## src/rtl/dog_anim_ctrl.sv

```systemverilog
`timescale 1ns/1ps
// Dog sprite animation sequencer: intro walk/sniff/jump and the between-rounds peek.
// Motion advances once per frame_tick; every output is driven straight from a register.
module dog_anim_ctrl #(
  parameter int X_START         = 0,
  parameter int X_SNIFF         = 200,
  parameter int STEP_PX         = 2,
  parameter int FRAMES_PER_STEP = 6,
  parameter int SNIFF_FRAMES    = 30,
  parameter int JUMP_FRAMES     = 16,
  parameter int JUMP_PX         = 3,
  parameter int Y_GROUND        = 560,
  parameter int Y_HIDE          = 600,
  parameter int PEEK_FRAMES     = 20,
  parameter int PEEK_PX         = 2,
  parameter int HOLD_FRAMES     = 60
) (
  input  logic        clk,
  input  logic        rst_n,
  input  logic        frame_tick,
  input  logic        start_intro,
  input  logic        req_bird,
  input  logic        req_laugh,
  input  logic [11:0] peek_x,
  input  logic        abort,
  output logic [3:0]  dog_select,
  output logic        dog_bird_mode,
  output logic [11:0] dog_xpos,
  output logic [11:0] dog_ypos,
  output logic        dog_visible,
  output logic        busy,
  output logic        done
);

  typedef enum logic [3:0] {
    ST_IDLE      = 4'd0,
    ST_WALK      = 4'd1,
    ST_SNIFF     = 4'd2,
    ST_JUMP_UP   = 4'd3,
    ST_JUMP_DOWN = 4'd4,
    ST_HIDDEN    = 4'd5,
    ST_PEEK_RISE = 4'd6,
    ST_PEEK_HOLD = 4'd7,
    ST_PEEK_FALL = 4'd8
  } state_t;

  localparam logic [11:0] X_START_W  = 12'(X_START);
  localparam logic [11:0] X_SNIFF_W  = 12'(X_SNIFF);
  localparam logic [11:0] STEP_W     = 12'(STEP_PX);
  localparam logic [11:0] JUMP_W     = 12'(JUMP_PX);
  localparam logic [11:0] PEEK_W     = 12'(PEEK_PX);
  localparam logic [11:0] Y_GROUND_W = 12'(Y_GROUND);
  localparam logic [11:0] Y_HIDE_W   = 12'(Y_HIDE);
  localparam logic [2:0]  ANIM_LAST  = 3'(FRAMES_PER_STEP - 1);
  localparam logic [7:0]  SNIFF_LAST = 8'(SNIFF_FRAMES - 1);
  localparam logic [7:0]  JUMP_LAST  = 8'(JUMP_FRAMES - 1);
  localparam logic [7:0]  PEEK_LAST  = 8'(PEEK_FRAMES - 1);
  localparam logic [7:0]  HOLD_LAST  = 8'(HOLD_FRAMES - 1);

  localparam logic [3:0] SEL_WALK0     = 4'd0;
  localparam logic [3:0] SEL_SNIFF     = 4'd4;
  localparam logic [3:0] SEL_JUMP_UP   = 4'd5;
  localparam logic [3:0] SEL_JUMP_DOWN = 4'd6;
  localparam logic [3:0] SEL_LAUGH_A   = 4'd7;
  localparam logic [3:0] SEL_LAUGH_B   = 4'd8;

  // Laughing pose alternates between its two ROM frames
  function automatic logic [3:0] laugh_toggle(input logic [3:0] sel);
    return (sel == SEL_LAUGH_A) ? SEL_LAUGH_B : SEL_LAUGH_A;
  endfunction

  state_t      state_r, state_s;
  logic [7:0]  tick_cnt_r, tick_cnt_s;
  logic [2:0]  anim_cnt_r, anim_cnt_s;
  logic [3:0]  select_r, select_s;
  logic        bird_r, bird_s;
  logic [11:0] x_r, x_s;
  logic [11:0] y_r, y_s;
  logic        visible_r, visible_s;
  logic        busy_r, busy_s;
  logic        done_r, done_s;
  logic [11:0] x_step_s;
  logic        anim_wrap_s;

  assign x_step_s    = x_r + STEP_W;
  assign anim_wrap_s = frame_tick && (anim_cnt_r == ANIM_LAST);

  // Next-state and next-output logic; abort outranks ticks and requests
  always_comb begin
    state_s   = state_r;
    select_s  = select_r;
    bird_s    = bird_r;
    x_s       = x_r;
    y_s       = y_r;
    visible_s = visible_r;
    busy_s    = busy_r;
    done_s    = 1'b0;
    if (abort && (state_r != ST_IDLE)) begin
      state_s   = ST_HIDDEN;
      visible_s = 1'b0;
      busy_s    = 1'b0;
      bird_s    = 1'b0;
    end else begin
      case (state_r)
        ST_IDLE: begin
          if (start_intro) begin
            state_s   = ST_WALK;
            x_s       = X_START_W;
            y_s       = Y_GROUND_W;
            select_s  = SEL_WALK0;
            visible_s = 1'b1;
            busy_s    = 1'b1;
            bird_s    = 1'b0;
          end else begin
            state_s = ST_IDLE;
          end
        end
        ST_WALK: begin
          if (frame_tick) begin
            if (x_step_s >= X_SNIFF_W) begin
              x_s      = X_SNIFF_W;
              select_s = SEL_SNIFF;
              state_s  = ST_SNIFF;
            end else if (anim_wrap_s) begin
              x_s      = x_step_s;
              select_s = {2'b00, select_r[1:0] + 2'd1};
            end else begin
              x_s = x_step_s;
            end
          end else begin
            state_s = ST_WALK;
          end
        end
        ST_SNIFF: begin
          if (frame_tick && (tick_cnt_r == SNIFF_LAST)) begin
            state_s  = ST_JUMP_UP;
            select_s = SEL_JUMP_UP;
          end else begin
            state_s = ST_SNIFF;
          end
        end
        ST_JUMP_UP: begin
          if (frame_tick) begin
            y_s = y_r - JUMP_W;
            if (tick_cnt_r == JUMP_LAST) begin
              state_s  = ST_JUMP_DOWN;
              select_s = SEL_JUMP_DOWN;
            end else begin
              state_s = ST_JUMP_UP;
            end
          end else begin
            state_s = ST_JUMP_UP;
          end
        end
        ST_JUMP_DOWN: begin
          if (frame_tick) begin
            y_s = y_r + JUMP_W;
            if (tick_cnt_r == JUMP_LAST) begin
              state_s   = ST_HIDDEN;
              visible_s = 1'b0;
              busy_s    = 1'b0;
              bird_s    = 1'b0;
              done_s    = 1'b1;
            end else begin
              state_s = ST_JUMP_DOWN;
            end
          end else begin
            state_s = ST_JUMP_DOWN;
          end
        end
        ST_HIDDEN: begin
          if (start_intro) begin
            state_s   = ST_WALK;
            x_s       = X_START_W;
            y_s       = Y_GROUND_W;
            select_s  = SEL_WALK0;
            visible_s = 1'b1;
            busy_s    = 1'b1;
            bird_s    = 1'b0;
          end else if (req_bird || req_laugh) begin
            state_s   = ST_PEEK_RISE;
            x_s       = peek_x;
            y_s       = Y_HIDE_W;
            visible_s = 1'b1;
            busy_s    = 1'b1;
            bird_s    = req_bird;
            select_s  = req_bird ? SEL_WALK0 : SEL_LAUGH_A;
          end else begin
            state_s = ST_HIDDEN;
          end
        end
        ST_PEEK_RISE: begin
          if (frame_tick) begin
            y_s = y_r - PEEK_W;
            if (tick_cnt_r == PEEK_LAST) begin
              state_s = ST_PEEK_HOLD;
            end else begin
              state_s = ST_PEEK_RISE;
            end
          end else begin
            state_s = ST_PEEK_RISE;
          end
        end
        ST_PEEK_HOLD: begin
          if (frame_tick) begin
            select_s = (!bird_r && anim_wrap_s) ? laugh_toggle(select_r) : select_r;
            if (tick_cnt_r == HOLD_LAST) begin
              state_s = ST_PEEK_FALL;
            end else begin
              state_s = ST_PEEK_HOLD;
            end
          end else begin
            state_s = ST_PEEK_HOLD;
          end
        end
        ST_PEEK_FALL: begin
          if (frame_tick) begin
            y_s      = y_r + PEEK_W;
            select_s = (!bird_r && anim_wrap_s) ? laugh_toggle(select_r) : select_r;
            if (tick_cnt_r == PEEK_LAST) begin
              state_s   = ST_HIDDEN;
              visible_s = 1'b0;
              busy_s    = 1'b0;
              bird_s    = 1'b0;
              done_s    = 1'b1;
            end else begin
              state_s = ST_PEEK_FALL;
            end
          end else begin
            state_s = ST_PEEK_FALL;
          end
        end
        default: begin
          state_s   = ST_IDLE;
          visible_s = 1'b0;
          busy_s    = 1'b0;
          bird_s    = 1'b0;
        end
      endcase
    end
  end

  // Tick and animation timers: advance on frame_tick, clear on any state change
  always_comb begin
    if (state_s != state_r) begin
      tick_cnt_s = 8'd0;
      anim_cnt_s = 3'd0;
    end else if (frame_tick) begin
      tick_cnt_s = tick_cnt_r + 8'd1;
      anim_cnt_s = anim_wrap_s ? 3'd0 : anim_cnt_r + 3'd1;
    end else begin
      tick_cnt_s = tick_cnt_r;
      anim_cnt_s = anim_cnt_r;
    end
  end

  // State, timer and output registers with synchronous active-low reset
  always_ff @(posedge clk) begin
    if (!rst_n) begin
      state_r    <= ST_IDLE;
      tick_cnt_r <= 8'd0;
      anim_cnt_r <= 3'd0;
      select_r   <= SEL_WALK0;
      bird_r     <= 1'b0;
      x_r        <= X_START_W;
      y_r        <= Y_GROUND_W;
      visible_r  <= 1'b0;
      busy_r     <= 1'b0;
      done_r     <= 1'b0;
    end else begin
      state_r    <= state_s;
      tick_cnt_r <= tick_cnt_s;
      anim_cnt_r <= anim_cnt_s;
      select_r   <= select_s;
      bird_r     <= bird_s;
      x_r        <= x_s;
      y_r        <= y_s;
      visible_r  <= visible_s;
      busy_r     <= busy_s;
      done_r     <= done_s;
    end
  end

  assign dog_select    = select_r;
  assign dog_bird_mode = bird_r;
  assign dog_xpos      = x_r;
  assign dog_ypos      = y_r;
  assign dog_visible   = visible_r;
  assign busy          = busy_r;
  assign done          = done_r;

endmodule

```

## config.mk

```make
export PLATFORM = sky130hd
export DESIGN_NAME = dog_anim_ctrl
export DESIGN_NICKNAME = d
export VERILOG_FILES = /design/src/rtl/dog_anim_ctrl.sv
export SDC_FILE = /design/constraint.sdc
export NUM_CORES = 1
export LEC_CHECK = 0
export ABC_AREA = 1
export BUFFER_PORTS_ARGS = -buffer_cell sky130_fd_sc_hd__buf_2
export CAP_MARGIN = 20
export CORE_ASPECT_RATIO = 1.5
export CORE_MARGIN = 5
export CORE_UTILIZATION = 55
export DETAILED_ROUTE_END_ITERATION = 10
export PLACE_DENSITY = 0.76
export RECOVER_POWER = 100
export SLEW_MARGIN = 10
export SYNTH_ARGS = -nofsm -noshare
export SYNTH_HDL_FRONTEND = slang
export SYNTH_SLANG_ARGS = --single-unit
```

## constraint.sdc

```tcl
create_clock -name clk -period 3.2 [get_ports clk]
set_input_delay 0.32 -clock clk [delete_from_list [all_inputs] [get_ports clk]]
set_output_delay 0.32 -clock clk [all_outputs]
set_load 0.03 [all_outputs]
```

==> results.py <==
metrics = {
    "run_status": {
        "status": "completed",
    },
    "synth": {
        "synth_cell_types": 44,
        "async_flop_share_pct": 0,
        "synth_top_family_by_area": "simple AND/OR/NAND/NOR gates",
        "syn-num-nets": 661,
        "synth_xor_area_share_pct": 3.59,
        "ys_ff_latch": 46,
        "synthMuxAreaShare_pct": 0,
        "synthAdderAreaFrac_pct": 9.04,
        "syn-cell-area_sq_um": 3900,
        "synth_compound_area_share_pct": 16.4,
        "synth.avg_cell_area_sq_um": 6.35,
        "synth-simple-area-share_pct": 38.6,
        "synthFlopType": "dfxtp_1",
        "netlist_instances": 615,
        "synth_edf_count": 0,
        "yosys_warnings": 0,
        "ys_seq_area_share_pct": 23.6,
    },
    "hold_path": {
        "whs_endpoint": "dog_xpos[11]",
        "hp-class": "in2reg",
        "whs_path_depth": 3,
        "hp-start": "peek_x[11]",
    },
    "setup_path": {
        "criticalPathCategory": "reg2reg",
        "reg2regPathDepth": 12,
        "end_kind": "flop",
        "crit_fanout": 14,
        "r2r-end": "dog_ypos[10]",
        "r2r_setup_slack_ps": 280,
        "crit_arrival_ps": 3100,
        "crit_path_max_incr_delay_ps": 490,
        "crit_chain": "nor2_1 > nand3_2 > ha_1 > a21oi_1 > o21ai_0 > nand2_1 > o2111ai_1 > or2_2 > nand3_1 > nand2_1 > nand2_1 > a21oi_1",
        "crit_slowest_cell": "ha_1",
        "cp.required_ps": 3380,
        "start_kind": "flop",
        "rr_startpoint": "state_r[0]",
        "crit_top_cell": "nand2_1",
    },
    "floorplanning": {
        "floorplan.io_pins": 51,
        "fp-row-count": 37,
        "die_width_um": 78.8,
        "dieArea_sq_um": 8920,
        "die_h_um": 113,
        "initial_core_util_pct": 56.6,
        "core_sq_um": 6900,
    },
    "placed_design": {
        "gp_congestion": 0.997,
        "io_buffers": 50,
        "place_inst": 735,
        "place_hpwl_um": 9080,
        "place_area_sq_um": 4210,
    },
    "clock_network": {
        "cts_hold_buf": 0,
        "cts_tree": "built",
        "cts_setup_buffers": 0,
        "numCtsBuffers": 5,
        "htreeDepth": 2,
        "cts.repair.resized": 0,
        "clk_pin_slew_ps": 80,
        "cts_buffer_depth": 2,
        "clock_sinks": 46,
        "clock_latency_ps": 310,
        "root_buffer": "clkbuf_8",
    },
    "global_routing": {
        "antenna_found_initial": 0,
        "grt.total_usage_pct": 26.5,
        "grt_max_degree": 29,
        "overflow": 0,
        "grt_pass1_vias": 4045,
        "grt_pass1_wl_um": 18700,
    },
    "sta": {
        "rsz0062_at_grt": "false",
        "fin_crit_ps": 2920,
        "max_slew_margin_pct": 60.8,
        "max_freq_ghz": 0.342,
        "tightest_slew_ps": 586,
        "clock_skew_ps": 5.82,
        "drv_slew": 0,
        "final.setup.tns_ps": 0,
        "setup_violations": 0,
        "hold_viol_final": 0,
        "post-route-period-util_pct": 91.3,
    },
    "finish": {
        "fin_area_sq_um": 4250,
        "final_cells": 743,
        "final_nets": 710,
        "fin_util_pct": 61.7,
        "drive_above_1_share_pct": 11.0,
        "area_growth_pct": 8.91,
        "n_antenna_cell": 0,
    },
    "flow_run": {
        "maxCapViolations": 0,
    },
    "power": {
        "p_seq_share_pct": 34.9,
        "internal_power_mw": 1.09,
        "p_switching_mw": 0.830,
        "peakVddDrop_v": 0.000337,
        "powerDensity_nw_per_um2": 451,
        "pwr-share-comb_pct": 43.1,
        "clkPwrFrac_pct": 22.0,
        "power.leakage_nw": 1.86,
        "swShare_pct": 43.3,
    },
    "drt": {
        "first_pass_iters": 5,
        "drc": 0,
        "wl_um": 11500,
        "wl_per_cell_um": 15.5,
        "vias": 4245,
        "drt-initial-drc-count": 238,
        "vias_per_cell": 5.71,
        "ant_nets": 0,
    },
}
## flip-flops by register name, indices dropped and copies added (netlist names), 3 cells and up
name        flops
dog_select      4
state_r         4
dog_xpos       12
anim_cnt_r      3
tick_cnt_r      8
dog_ypos       12
## how the worst max path moves through the flow
stage,to,from
2_1_floorplan,dog_ypos[9],state_r[2]
3_3_place_gp,dog_ypos[8],state_r[0]
3_5_place_dp,dog_ypos[9],state_r[0]
4_1_cts,dog_ypos[9],state_r[0]
5_1_grt,dog_ypos[10],state_r[0]
6_report,dog_ypos[10],state_r[0]
## power groups by stage
| stage | sequential, mW | clock [mW] | combinational [mW] |
|---|---|---|---|
| finish | 0.669 | 0.421 | 0.826 |
| global route | 0.675 | 0.463 | 0.918 |
| CTS | 0.669 | 0.430 | 0.838 |
| detailed placement | 0.683 | 0 | 0.834 |
| global placement | 0.680 | 0 | 0.825 |
| floorplan | 0.718 | 0 | 0.599 |
## through the flow
stage | power, mW | setup WS [ps] | hold slack [ps]
floorplan | 1.32 | 754 | 389
global placement | 1.51 | 404 | 475
detailed placement | 1.52 | 323 | 480
CTS | 1.94 | 304 | 256
global route | 2.06 | 37.6 | 279
finish | 1.92 | 277 | 264
## placed cells by master (no fill, tap or decap), types with 6 or more instances in the layout
cell type	instances
buf_2	18
nand2_1	169
ha_1	25
inv_1	59
o211ai_1	6
o21ai_0	30
xor2_1	13
nor2_1	56
a31oi_1	6
dfxtp_1	46
nor3_1	8
clkbuf_1	32
clkbuf_8	8
nand3_1	52
inv_2	10
a21oi_1	49
nand4_1	12
nor2_2	14
## cells by family after synthesis
family	Yosys count
and+or+nand+nor	329
DFF	46
buffers and inverters	83
adders and majority gates	27
xor gates and xnor gates	16
AOI/OAI and AO/OA	114
## per-layer routing
layer  track usage, %  vias to the layer above  wire length [um]
li1                 -                     2144                 -
met1             28.2                     1925              4610
met2             48.4                      134              5810
met3             4.30                       42               534
met4             14.9                        0               573
met5                0                        -                 0
## cells in the mapped netlist, types with 4 or more instances
master	instances	area (sq um)
a21oi_1	49	245
dfxtp_1	46	921
or2_2	4	25.0
buf_2	5	25.0
nand3_1	52	260
o22ai_1	4	25.0
nor2_2	15	93.8
o211ai_1	6	45.0
nor2_1	54	203
nand2_1	167	627
nand2_2	4	25.0
xor2_1	13	114
o21ai_1	6	30.0
inv_2	14	52.6
o21ai_0	28	140
a31oi_1	6	37.5
buf_4	4	30.0
ha_1	25	313
nor3_1	8	40.0
inv_1	55	206
nand4_1	11	68.8
nor2_4	4	45.0
## critical path, delay by kind of cell, from the launching register on
family | cells | cell delay [ps]
AOI/OAI and AO/OA | 4 | 590
adders and majority gates | 1 | 490
DFF | 1 | 430
and+or+nand+nor | 7 | 1270
## final cells by class
cell class	instances	area (sq um)
Clock buffer	8	110
Fill cell	729	2650
Inverter	70	265
Multi-Input combinational cell	486	2610
Sequential cell	46	921
Tap cell	78	97.6
Timing Repair Buffer	55	248
Note: power is estimated with default switching activity, not from simulation.
